==> src/rtl/color_ram_arbiter_pkg.sv <==
// Shared types and widths for the palette RAM arbiter and its write FIFO.
package color_ram_arbiter_pkg;

    localparam int COLOR_W     = 12;
    localparam int COLOR_IDX_W = 5;
    localparam int RAM_DEPTH   = 1 << COLOR_IDX_W;

    typedef enum logic [1:0] {
        ST_IDLE  = 2'd0,
        ST_DRAIN = 2'd1,
        ST_FORCE = 2'd2
    } arb_state_t;

    typedef struct packed {
        logic [COLOR_IDX_W-1:0] idx;
        logic [COLOR_W-1:0]     rgb;
    } fifo_entry_t;

endpackage

==> src/rtl/color_wr_fifo.sv <==
// Pending COLORxx write queue; exposes every slot (oldest first) so reads can snoop it.
module color_wr_fifo
    import color_ram_arbiter_pkg::*;
#(
    parameter int DEPTH = 4
) (
    input  logic                        clk,
    input  logic                        reset_n,
    input  logic                        push_i,
    input  fifo_entry_t                 entry_i,
    input  logic                        pop_i,
    output logic                        full_o,
    output logic                        empty_o,
    output fifo_entry_t                 head_o,
    output logic [$clog2(DEPTH):0]      count_o,
    output fifo_entry_t [DEPTH-1:0]     entries_o,
    output logic [DEPTH-1:0]            valid_o
);

    localparam int PW = $clog2(DEPTH);
    localparam int CW = PW + 1;

    fifo_entry_t    mem_q [DEPTH];
    logic [PW-1:0]  wr_ptr_q;
    logic [PW-1:0]  rd_ptr_q;
    logic [CW-1:0]  count_q;
    logic           push_ok;
    logic           pop_ok;

    assign full_o  = (count_q == CW'(DEPTH));
    assign empty_o = (count_q == '0);
    assign count_o = count_q;
    assign head_o  = mem_q[rd_ptr_q];

    // A push into a full queue is still accepted when the head leaves in the same cycle.
    assign pop_ok  = pop_i && !empty_o;
    assign push_ok = push_i && (!full_o || pop_ok);

    always_ff @(posedge clk or negedge reset_n) begin
        if (!reset_n) begin
            wr_ptr_q <= '0;
            rd_ptr_q <= '0;
            count_q  <= '0;
        end else begin
            if (push_ok) wr_ptr_q <= wr_ptr_q + PW'(1);
            if (pop_ok)  rd_ptr_q <= rd_ptr_q + PW'(1);
            if (push_ok && !pop_ok)      count_q <= count_q + CW'(1);
            else if (pop_ok && !push_ok) count_q <= count_q - CW'(1);
        end
    end

    always_ff @(posedge clk) begin
        if (push_ok) mem_q[wr_ptr_q] <= entry_i;
    end

    always_comb begin
        logic [PW-1:0] slot;
        slot = '0;
        for (int i = 0; i < DEPTH; i++) begin
            slot         = rd_ptr_q + PW'(i);
            entries_o[i] = mem_q[slot];
            valid_o[i]   = (CW'(i) < count_q);
        end
    end

endmodule

==> src/rtl/color_ram_arbiter.sv <==
// Single-port palette RAM shared between pixel lookups and queued COLORxx writes.
// Optional COLOR_BYPASS_EN: lookups see the youngest pending write to the same index.
module color_ram_arbiter
    import color_ram_arbiter_pkg::*;
#(
    parameter int FIFO_DEPTH = 4,
    parameter int STARVE_MAX = 7
) (
    input  logic                   clk,
    input  logic                   reset_n,
    input  logic                   color_en,
    input  logic [COLOR_IDX_W-1:0] color_idx,
    input  logic [COLOR_W-1:0]     db_in,
    input  logic                   pix_req,
    input  logic [COLOR_IDX_W-1:0] pix_idx,
    output logic [COLOR_W-1:0]     pix_rgb,
    output logic                   pix_valid,
    output logic                   pix_stale,
    output logic                   ovf
);

    localparam int WAIT_W = $clog2(STARVE_MAX + 1);
    localparam int CNT_W  = $clog2(FIFO_DEPTH) + 1;

    arb_state_t                  state_q, state_d;
    logic [WAIT_W-1:0]           wait_q, wait_d;
    logic [COLOR_W-1:0]          pix_rgb_q;
    logic                        pix_valid_q;
    logic                        pix_stale_q;
    logic                        ovf_q;

    logic [COLOR_W-1:0]          ram_q [RAM_DEPTH];
    logic [COLOR_W-1:0]          rd_data;
    logic                        do_read;
    logic                        do_write;
    logic                        stale_d;
    logic                        last_entry;

    fifo_entry_t                 wr_entry;
    fifo_entry_t                 fifo_head;
    fifo_entry_t [FIFO_DEPTH-1:0] fifo_entries;
    logic [FIFO_DEPTH-1:0]       fifo_valid;
    logic [CNT_W-1:0]            fifo_count;
    logic                        fifo_full;
    logic                        fifo_empty;
    logic                        unused_fifo;

    assign wr_entry.idx = color_idx;
    assign wr_entry.rgb = db_in;

    color_wr_fifo #(
        .DEPTH (FIFO_DEPTH)
    ) u_wr_fifo (
        .clk       (clk),
        .reset_n   (reset_n),
        .push_i    (color_en),
        .entry_i   (wr_entry),
        .pop_i     (do_write),
        .full_o    (fifo_full),
        .empty_o   (fifo_empty),
        .head_o    (fifo_head),
        .count_o   (fifo_count),
        .entries_o (fifo_entries),
        .valid_o   (fifo_valid)
    );

    assign unused_fifo = ^{fifo_empty, fifo_entries, fifo_valid};

    // The queue empties this cycle if its only entry is written and nothing new arrives.
    assign last_entry = (fifo_count == CNT_W'(1)) && !color_en;

    always_comb begin
        state_d  = state_q;
        wait_d   = wait_q;
        do_read  = 1'b0;
        do_write = 1'b0;
        stale_d  = 1'b0;
        case (state_q)
            ST_IDLE: begin
                do_read = pix_req;
                wait_d  = '0;
                if (color_en) state_d = ST_DRAIN;
            end
            ST_DRAIN: begin
                if (pix_req) begin
                    do_read = 1'b1;
                    if (wait_q < WAIT_W'(STARVE_MAX)) wait_d = wait_q + WAIT_W'(1);
                    if (wait_d == WAIT_W'(STARVE_MAX)) state_d = ST_FORCE;
                end else begin
                    do_write = 1'b1;
                    wait_d   = '0;
                    if (last_entry) state_d = ST_IDLE;
                end
            end
            ST_FORCE: begin
                do_write = 1'b1;
                stale_d  = pix_req;
                wait_d   = '0;
                state_d  = last_entry ? ST_IDLE : ST_DRAIN;
            end
            default: begin
                state_d = ST_IDLE;
                wait_d  = '0;
            end
        endcase
    end

`ifdef COLOR_BYPASS_EN
    // Slots are ordered oldest first, so the last match is the youngest pending write.
    always_comb begin
        rd_data = ram_q[pix_idx];
        for (int i = 0; i < FIFO_DEPTH; i++) begin
            if (fifo_valid[i] && (fifo_entries[i].idx == pix_idx)) rd_data = fifo_entries[i].rgb;
        end
    end
`else
    assign rd_data = ram_q[pix_idx];
`endif

    always_ff @(posedge clk or negedge reset_n) begin
        if (!reset_n) begin
            state_q     <= ST_IDLE;
            wait_q      <= '0;
            pix_rgb_q   <= '0;
            pix_valid_q <= 1'b0;
            pix_stale_q <= 1'b0;
            ovf_q       <= 1'b0;
        end else begin
            state_q     <= state_d;
            wait_q      <= wait_d;
            pix_valid_q <= do_read;
            pix_stale_q <= stale_d;
            if (do_read) pix_rgb_q <= rd_data;
            if (color_en && fifo_full && !do_write) ovf_q <= 1'b1;
        end
    end

    // RAM contents deliberately survive reset.
    always_ff @(posedge clk) begin
        if (do_write) ram_q[fifo_head.idx] <= fifo_head.rgb;
    end

    assign pix_rgb   = pix_rgb_q;
    assign pix_valid = pix_valid_q;
    assign pix_stale = pix_stale_q;
    assign ovf       = ovf_q;

endmodule
==> config.mk <==
export PLATFORM = sky130hd
export DESIGN_NAME = color_ram_arbiter
export DESIGN_NICKNAME = d
export VERILOG_FILES = /design/src/rtl/color_ram_arbiter_pkg.sv /design/src/rtl/color_wr_fifo.sv /design/src/rtl/color_ram_arbiter.sv
export SDC_FILE = /design/constraint.sdc
export NUM_CORES = 1
export LEC_CHECK = 0
export ABC_AREA = 1
export BUFFER_PORTS_ARGS = -buffer_cell sky130_fd_sc_hd__buf_2
export CAP_MARGIN = 10
export CORE_MARGIN = 4
export CORE_UTILIZATION = 40
export DETAILED_ROUTE_END_ITERATION = 8
export HOLD_SLACK_MARGIN = 0.06
export PLACE_DENSITY_LB_ADDON = 0.12
export SYNTH_ARGS = -nofsm -noshare
export SYNTH_HDL_FRONTEND = slang
export SYNTH_SLANG_ARGS = --single-unit
==> constraint.sdc <==
create_clock -name clk -period 6.1 [get_ports clk]
set_input_delay 0.915 -clock clk [delete_from_list [all_inputs] [get_ports clk]]
set_output_delay 0.915 -clock clk [all_outputs]
set_load 0.005 [all_outputs]
# Yosys cells after proc, flatten, opt, wreduce, memory -nomap -nowiden
# Memories as Yosys holds them, arrays and structs flattened. A register that Yosys moved wholly into a read port is not among the register bits.
# Index checks and enable logic that the tools add are counted.
[totals]
reg_bits = 15
ramBits = 452
input_bits = 26
output_inout_bits = 15
word_cells = 65
n_memories = 2
[mem_list]
columns = ["name", "words", "word_bits", "read_ports", "rd_clocked_by_memory_dff", "write_ports", "line", "source"]
rows = [
  ["ram_q", 32, 12, 1, 1, 1, "color_ram_arbiter.sv:32", "logic [COLOR_W-1:0] ram_q [RAM_DEPTH];"],
  ["u_wr_fifo.mem_q", 4, 17, 1, 0, 1, "color_wr_fifo.sv:23", "fifo_entry_t mem_q [DEPTH];"],
]
[classes]
add_sub_neg = 5
order_cmp = 1
n_eq_ne = 8
n_mux = 22
n_reduce_logical = 19
[ops]
columns = ["cell", "n"]
rows = [
  ["$mux 3", 7],
  ["$mux 1", 8],
  ["$mux 2", 4],
  ["$logic_and 1x1->1", 7],
  ["$logic_not 1->1", 7],
  ["$add 3x1->3 const B", 2],
  ["$eq 3x3->1 const B", 2],
  ["$ne 3x3->1 const B", 2],
  ["$pmux 2 s3", 1],
  ["$add 2x1->2 const B", 2],
  ["$pmux 1 s2", 2],
  ["$eq 3x1->1 const B", 1],
  ["$logic_not 3->1", 1],
  ["$lt 3x3->1 const B", 1],
  ["$reduce_and 3->1", 1],
  ["$sub 3x1->3 const B", 1],
  ["$eq 2x1->1 const B", 1],
  ["$eq 2x2->1 const B", 1],
  ["$logic_not 2->1", 1],
  ["$ne 2x2->1 const B", 1],
  ["$reduce_bool 2->1", 1],
  ["$logic_or 1x1->1", 1],
]

# Depth between registers and ports, before layout
[logic_depth]
ltp_word = 9
depth_mapped = 13
ltp_nobuf = 13

# Cells and area by module
# A second synthesis with hierarchy kept.
[unflattened]
hier_cells = 1939
area_unflattened_um2 = 20661.1
[modules_own_cells]
columns = ["mod", "instances", "cells_each", "area_each_um2", "seq_area_each_um2"]
rows = [
  ["color_ram_arbiter", 1, 1416, 16402.0, 12031.5],
  ["color_wr_fifo", 1, 523, 4259.1, 2217.1],
]

# Worst setup path after synthesis
# OpenSTA, ideal clock, no wires.
[synth_path]
path_type = "in2reg"
startpoint = "in pix_req"
endpoint = "mem u_wr_fifo.mem_q[0][0] (netlist bit), enable pin"
setup_time_ns = 0.391
t_arrival_ns = 2.305
required_ns = 5.709
path_slack_ns = 3.405
stages = 7
path_buffers = 0
path_cell_list = "inv_1 > nand2_1 > nand2_1 > nand2_1 > a21oi_1 > inv_1 > nor2_1"
[synth_between]
elab_chain_len = 7
[synth_lines]
columns = ["element", "line", "source"]
rows = [
  ["start, declared", "color_ram_arbiter.sv:14", "input logic pix_req,"],
  ["$mux 1", "color_ram_arbiter.sv:85", "if (pix_req) begin"],
  ["$pmux 1 s2", "color_ram_arbiter.sv:78", "case (state_q)"],
  ["$logic_and 1x1->1", "color_wr_fifo.sv:36", "assign pop_ok = pop_i && !empty_o;"],
  ["$logic_or 1x1->1", "color_wr_fifo.sv:37", "assign push_ok = push_i && (!full_o || pop_ok);"],
  ["$logic_and 1x1->1", "color_wr_fifo.sv:37", ""],
  ["via u_wr_fifo.push_ok", "color_wr_fifo.sv:27", "logic push_ok;"],
  ["$mux 1", "color_wr_fifo.sv:53", "if (push_ok) mem_q[wr_ptr_q] <= entry_i;"],
  ["$mux 1 (implied by the code)", "color_wr_fifo.sv:53", ""],
  ["end, declared", "color_wr_fifo.sv:23", ""],
]
# The timed path passes the listed nets, and every way through them passes these cells.

# Worst setup path in the final report
[layout_path]
startpoint = "reg u_wr_fifo.rd_ptr_q[1]"
endpoint = "mem ram_q[13][10], enable pin"
[layout_between]
elab_chain_len = 1
[layout_lines]
columns = ["element", "line", "source"]
rows = [
  ["start, declared", "color_wr_fifo.sv:25", "logic [PW-1:0] rd_ptr_q;"],
  ["start signal, assigned", "color_wr_fifo.sv:46", "if (pop_ok) rd_ptr_q <= rd_ptr_q + PW'(1);"],
  ["$mem_v2 4x17", "--", ""],
  ["end, declared", "color_ram_arbiter.sv:32", ""],
]
# No other way between the ends.

==> results.sh <==
export IMPL_cp_max_fo=22
export IMPL_syn_area_per_cell_um2=12.0
export IMPL_cts_buffers=51
export IMPL_antenna_left=0
export IMPL_clock_skew_ns=0.0148
export IMPL_setup_viol=0
export IMPL_drv_slew=0
export IMPL_powerDensity_nw_per_um2=445
export IMPL_tightest_slew_ns=1.27
export IMPL_syn_area_um2=19500
export IMPL_grt_first_pass_wirelength_um=77500
export IMPL_overflow=0
export IMPL_fin_crit_ns=3.70
export IMPL_rows=80
export IMPL_clock_latency_ns=0.58
export IMPL_p_int_mw=6.68
export IMPL_drt_iter0_markers=1201
export IMPL_seqCellArea_um2=14200
export IMPL_r2r_start="u_wr_fifo.rd_ptr_q[1]"
export IMPL_ys_flop_type="edfxtp_1"
export IMPL_die_h_um=229
export IMPL_wl_per_cell_um=22.5
export IMPL_drive_gt1_frac=0.104
export IMPL_cts_tree="built"
export IMPL_worstSetupStartpoint="u_wr_fifo.rd_ptr_q[1]"
export IMPL_diodes=0
export IMPL_yosys_mux_area_fraction=0
export IMPL_hold_buffers=0
export IMPL_netlist_instances=1629
export IMPL_synth_simple_gate_area_share=0.205
export IMPL_fin_nets=1700
export IMPL_hold_class="primary input to asynchronous set/reset pin"
export IMPL_die_w_um=229
export IMPL_crit_required_ns=6.29
export IMPL_synthAdderAreaFrac=0.00899
export IMPL_synth_top_family_by_area="simple AND/OR/NAND/NOR gates"
export IMPL_syn_nets=1669
export IMPL_slew_headroom=0.151
export IMPL_critPathArrivalTime_ns=3.88
export IMPL_clock_power_share=0.309
export IMPL_synth_edf_count=452
export IMPL_setup_tns_ns=0
export IMPL_end_kind="flip-flop"
export IMPL_startpoint_type="flip-flop"
export IMPL_hold_violations=0
export IMPL_rsz0062_at_grt="no"
export IMPL_num_io_pins=41
export IMPL_post_cts_resized=0
export IMPL_gp_congestion=0.779
export IMPL_grt_usage=0.196
export IMPL_combinationalPowerShare=0.219
export IMPL_die_area_um2=52300
export IMPL_fmax_mhz=271
export IMPL_synth_compound_area_frac=0.0188
export IMPL_route_detailed_drc=0
export IMPL_outcome="finished, final reports clean"
export IMPL_first_pass_iters=6
export IMPL_synth_warnings=0
export IMPL_sw_frac_of_total=0.315
export IMPL_grt_pass1_vias=11900
export IMPL_multi_input_area_um2=4670
export IMPL_async_flop_share=0.0564
export IMPL_cts_root_buffer="clkbuf_16"
export IMPL_start_util=0.406
export IMPL_switching_power_mw=3.07
export IMPL_ys_seq_area_frac=0.731
export IMPL_ys_ff_latch=479
export IMPL_antenna_found_initial=0
export IMPL_vias=12300
export IMPL_cts_sinks=479
export IMPL_post_cts_buffers=0
export IMPL_vias_per_cell=5.33
export IMPL_ir_worst_vdd_mv=0.425
export IMPL_hpwl_um=29100
export IMPL_synth_xor_xnor_area_share=0.00315
export IMPL_grt_start_max_net_pins=124
export IMPL_fin_ws_ns=2.40
export IMPL_power_leakage_nw=8.04
export IMPL_port_buffers=40
export IMPL_yosysUniqueCellTypes=29
export IMPL_h_tree_depth=2
export IMPL_area_delta_synth_final_pct=12.5
export IMPL_clkTransAtPathRegs_ns=0.06
export IMPL_finalCritPeriodShare=0.606
export IMPL_drt_total_wl_um=52100
export IMPL_power_frac_seq=0.471
export IMPL_clk_path_buf_depth=3
export IMPL_coreArea_um2=47900
export IMPL_maxCapViolations=0
export IMPL_place_ws_ns=2.27
export IMPL_nFillCells=4329
export IMPL_worstSetupPathType="flip-flop to flip-flop"
layer usage:
metal / GRT usage / up-vias / share of wire
met2: 0.311 / 362 / 0.47
met3: 0.0309 / 70 / 0.055
met4: 0.0532 / 0 / 0.022
met1: 0.282 / 6143 / 0.45
li1: - / 5756 / -
met5: 0 / - / 0
critical path, cell delays in order, from the launching register on:
cell and delay (ns):
dfrtp_1 0.73, inv_2 0.37, a32oi_1 0.49, nand3_1 0.62, nor2_1 1.09
Yosys cell counts (2+ instances only):
cell      count  area [um2]
xor2_1        5        43.8
a21oi_1       8        40.0
o21ai_0      28         140
buf_4        19         143
buf_2        40         200
clkbuf_1     21        78.8
inv_2         6        22.5
xnor2_1       2        17.5
nor2_1       64         240
a32oi_2       2        32.5
nor2_4        2        22.5
buf_1         8        30.0
o31ai_1       2        15.0
dfrtp_1      27         676
nand2_1     539        2020
inv_1        29         109
nand3_1     330        1650
buf_6         4        45.0
ha_1         14         175
o22ai_1      12        75.1
edfxtp_1    452       13600
nand2_2       8        50.1
metrics by stage:
step / util / instance area, um2 / std cells / hold slack (ns) / total power [mW]
6_report: 0.457 / 21900 / 2314 / 0.422 / 9.75
4_1_cts: 0.456 / 21900 / 2310 / 0.398 / 9.86
3_3_place_gp: 0.422 / 20200 / 2217 / 0.451 / 6.81
5_1_grt: 0.457 / 21900 / 2314 / 0.436 / 10.2
2_1_floorplan: - / 19500 / 1629 / 0.452 / 5.72
3_5_place_dp: 0.422 / 20200 / 2218 / 0.457 / 6.84
state kept, by name, summed over array words and instances, names as in the netlist, 2 cells and up:
register and count:
u_wr_fifo.wr_ptr_q 2, u_wr_fifo.count_o 3, u_wr_fifo.rd_ptr_q 2, state_q 2, ram_q 384, wait_q 3, pix_rgb 12, u_wr_fifo.mem_q 68
cell usage in the layout, fill, tap and decap left out, drive strengths merged, types with 9 or more instances in the layout:
master  synthesis  final
o21ai          28     28
a21oi           9      9
o22ai          12     12
clkbuf         21     59
nor2           67     67
dfrtp          27     27
nand2         547    547
ha             14     14
inv            35     34
clkinv          1     31
buf            71     69
edfxtp        452    452
nand3         330    330
cell type report:
| cell class | instances | area share |
|---|---|---|
| Multi-Input combinational cell | 1022 | 0.213 |
| Tap cell | 615 | 0.0351 |
| Sequential cell | 479 | 0.650 |
| Clock buffer | 58 | 0.0614 |
| Inverter | 36 | 0.00668 |
| Timing Repair Buffer | 70 | 0.0206 |
| Clock inverter | 34 | 0.0126 |
path summary, 6_finish.rpt:
path	to	slack, ns	cells past startpoint
worst max-delay path	ram_q[13][10]	2.40	4
worst min-delay path	wait_q[1]	0.42	1
worst max register to register	ram_q[13][10]	2.40	4
worst min register to register	ovf	0.47	1
max in group asynchronous	pix_rgb[5]	5.17	1
min in group clk	ovf	0.47	1
kinds of logic after synthesis:
family                   count (synthesis)
AO/OA/AOI/OAI                           57
XOR/XNOR                                 7
adder cells (fa/ha/maj)                 14
buffers and inverters                  128
flip-flops                             479
AND/OR/NAND/NOR                        944
power by group through the flow:
stage / Combinational [mW] / Sequential, mW / Clock [mW]
3_5_place_dp: 2.17 / 4.66 / 0
3_3_place_gp: 2.15 / 4.66 / 0
5_1_grt: 2.31 / 4.61 / 3.23
2_1_floorplan: 1.10 / 4.63 / 0
6_report: 2.14 / 4.59 / 3.02
4_1_cts: 2.18 / 4.60 / 3.08
(Power assumes the default switching activity.)
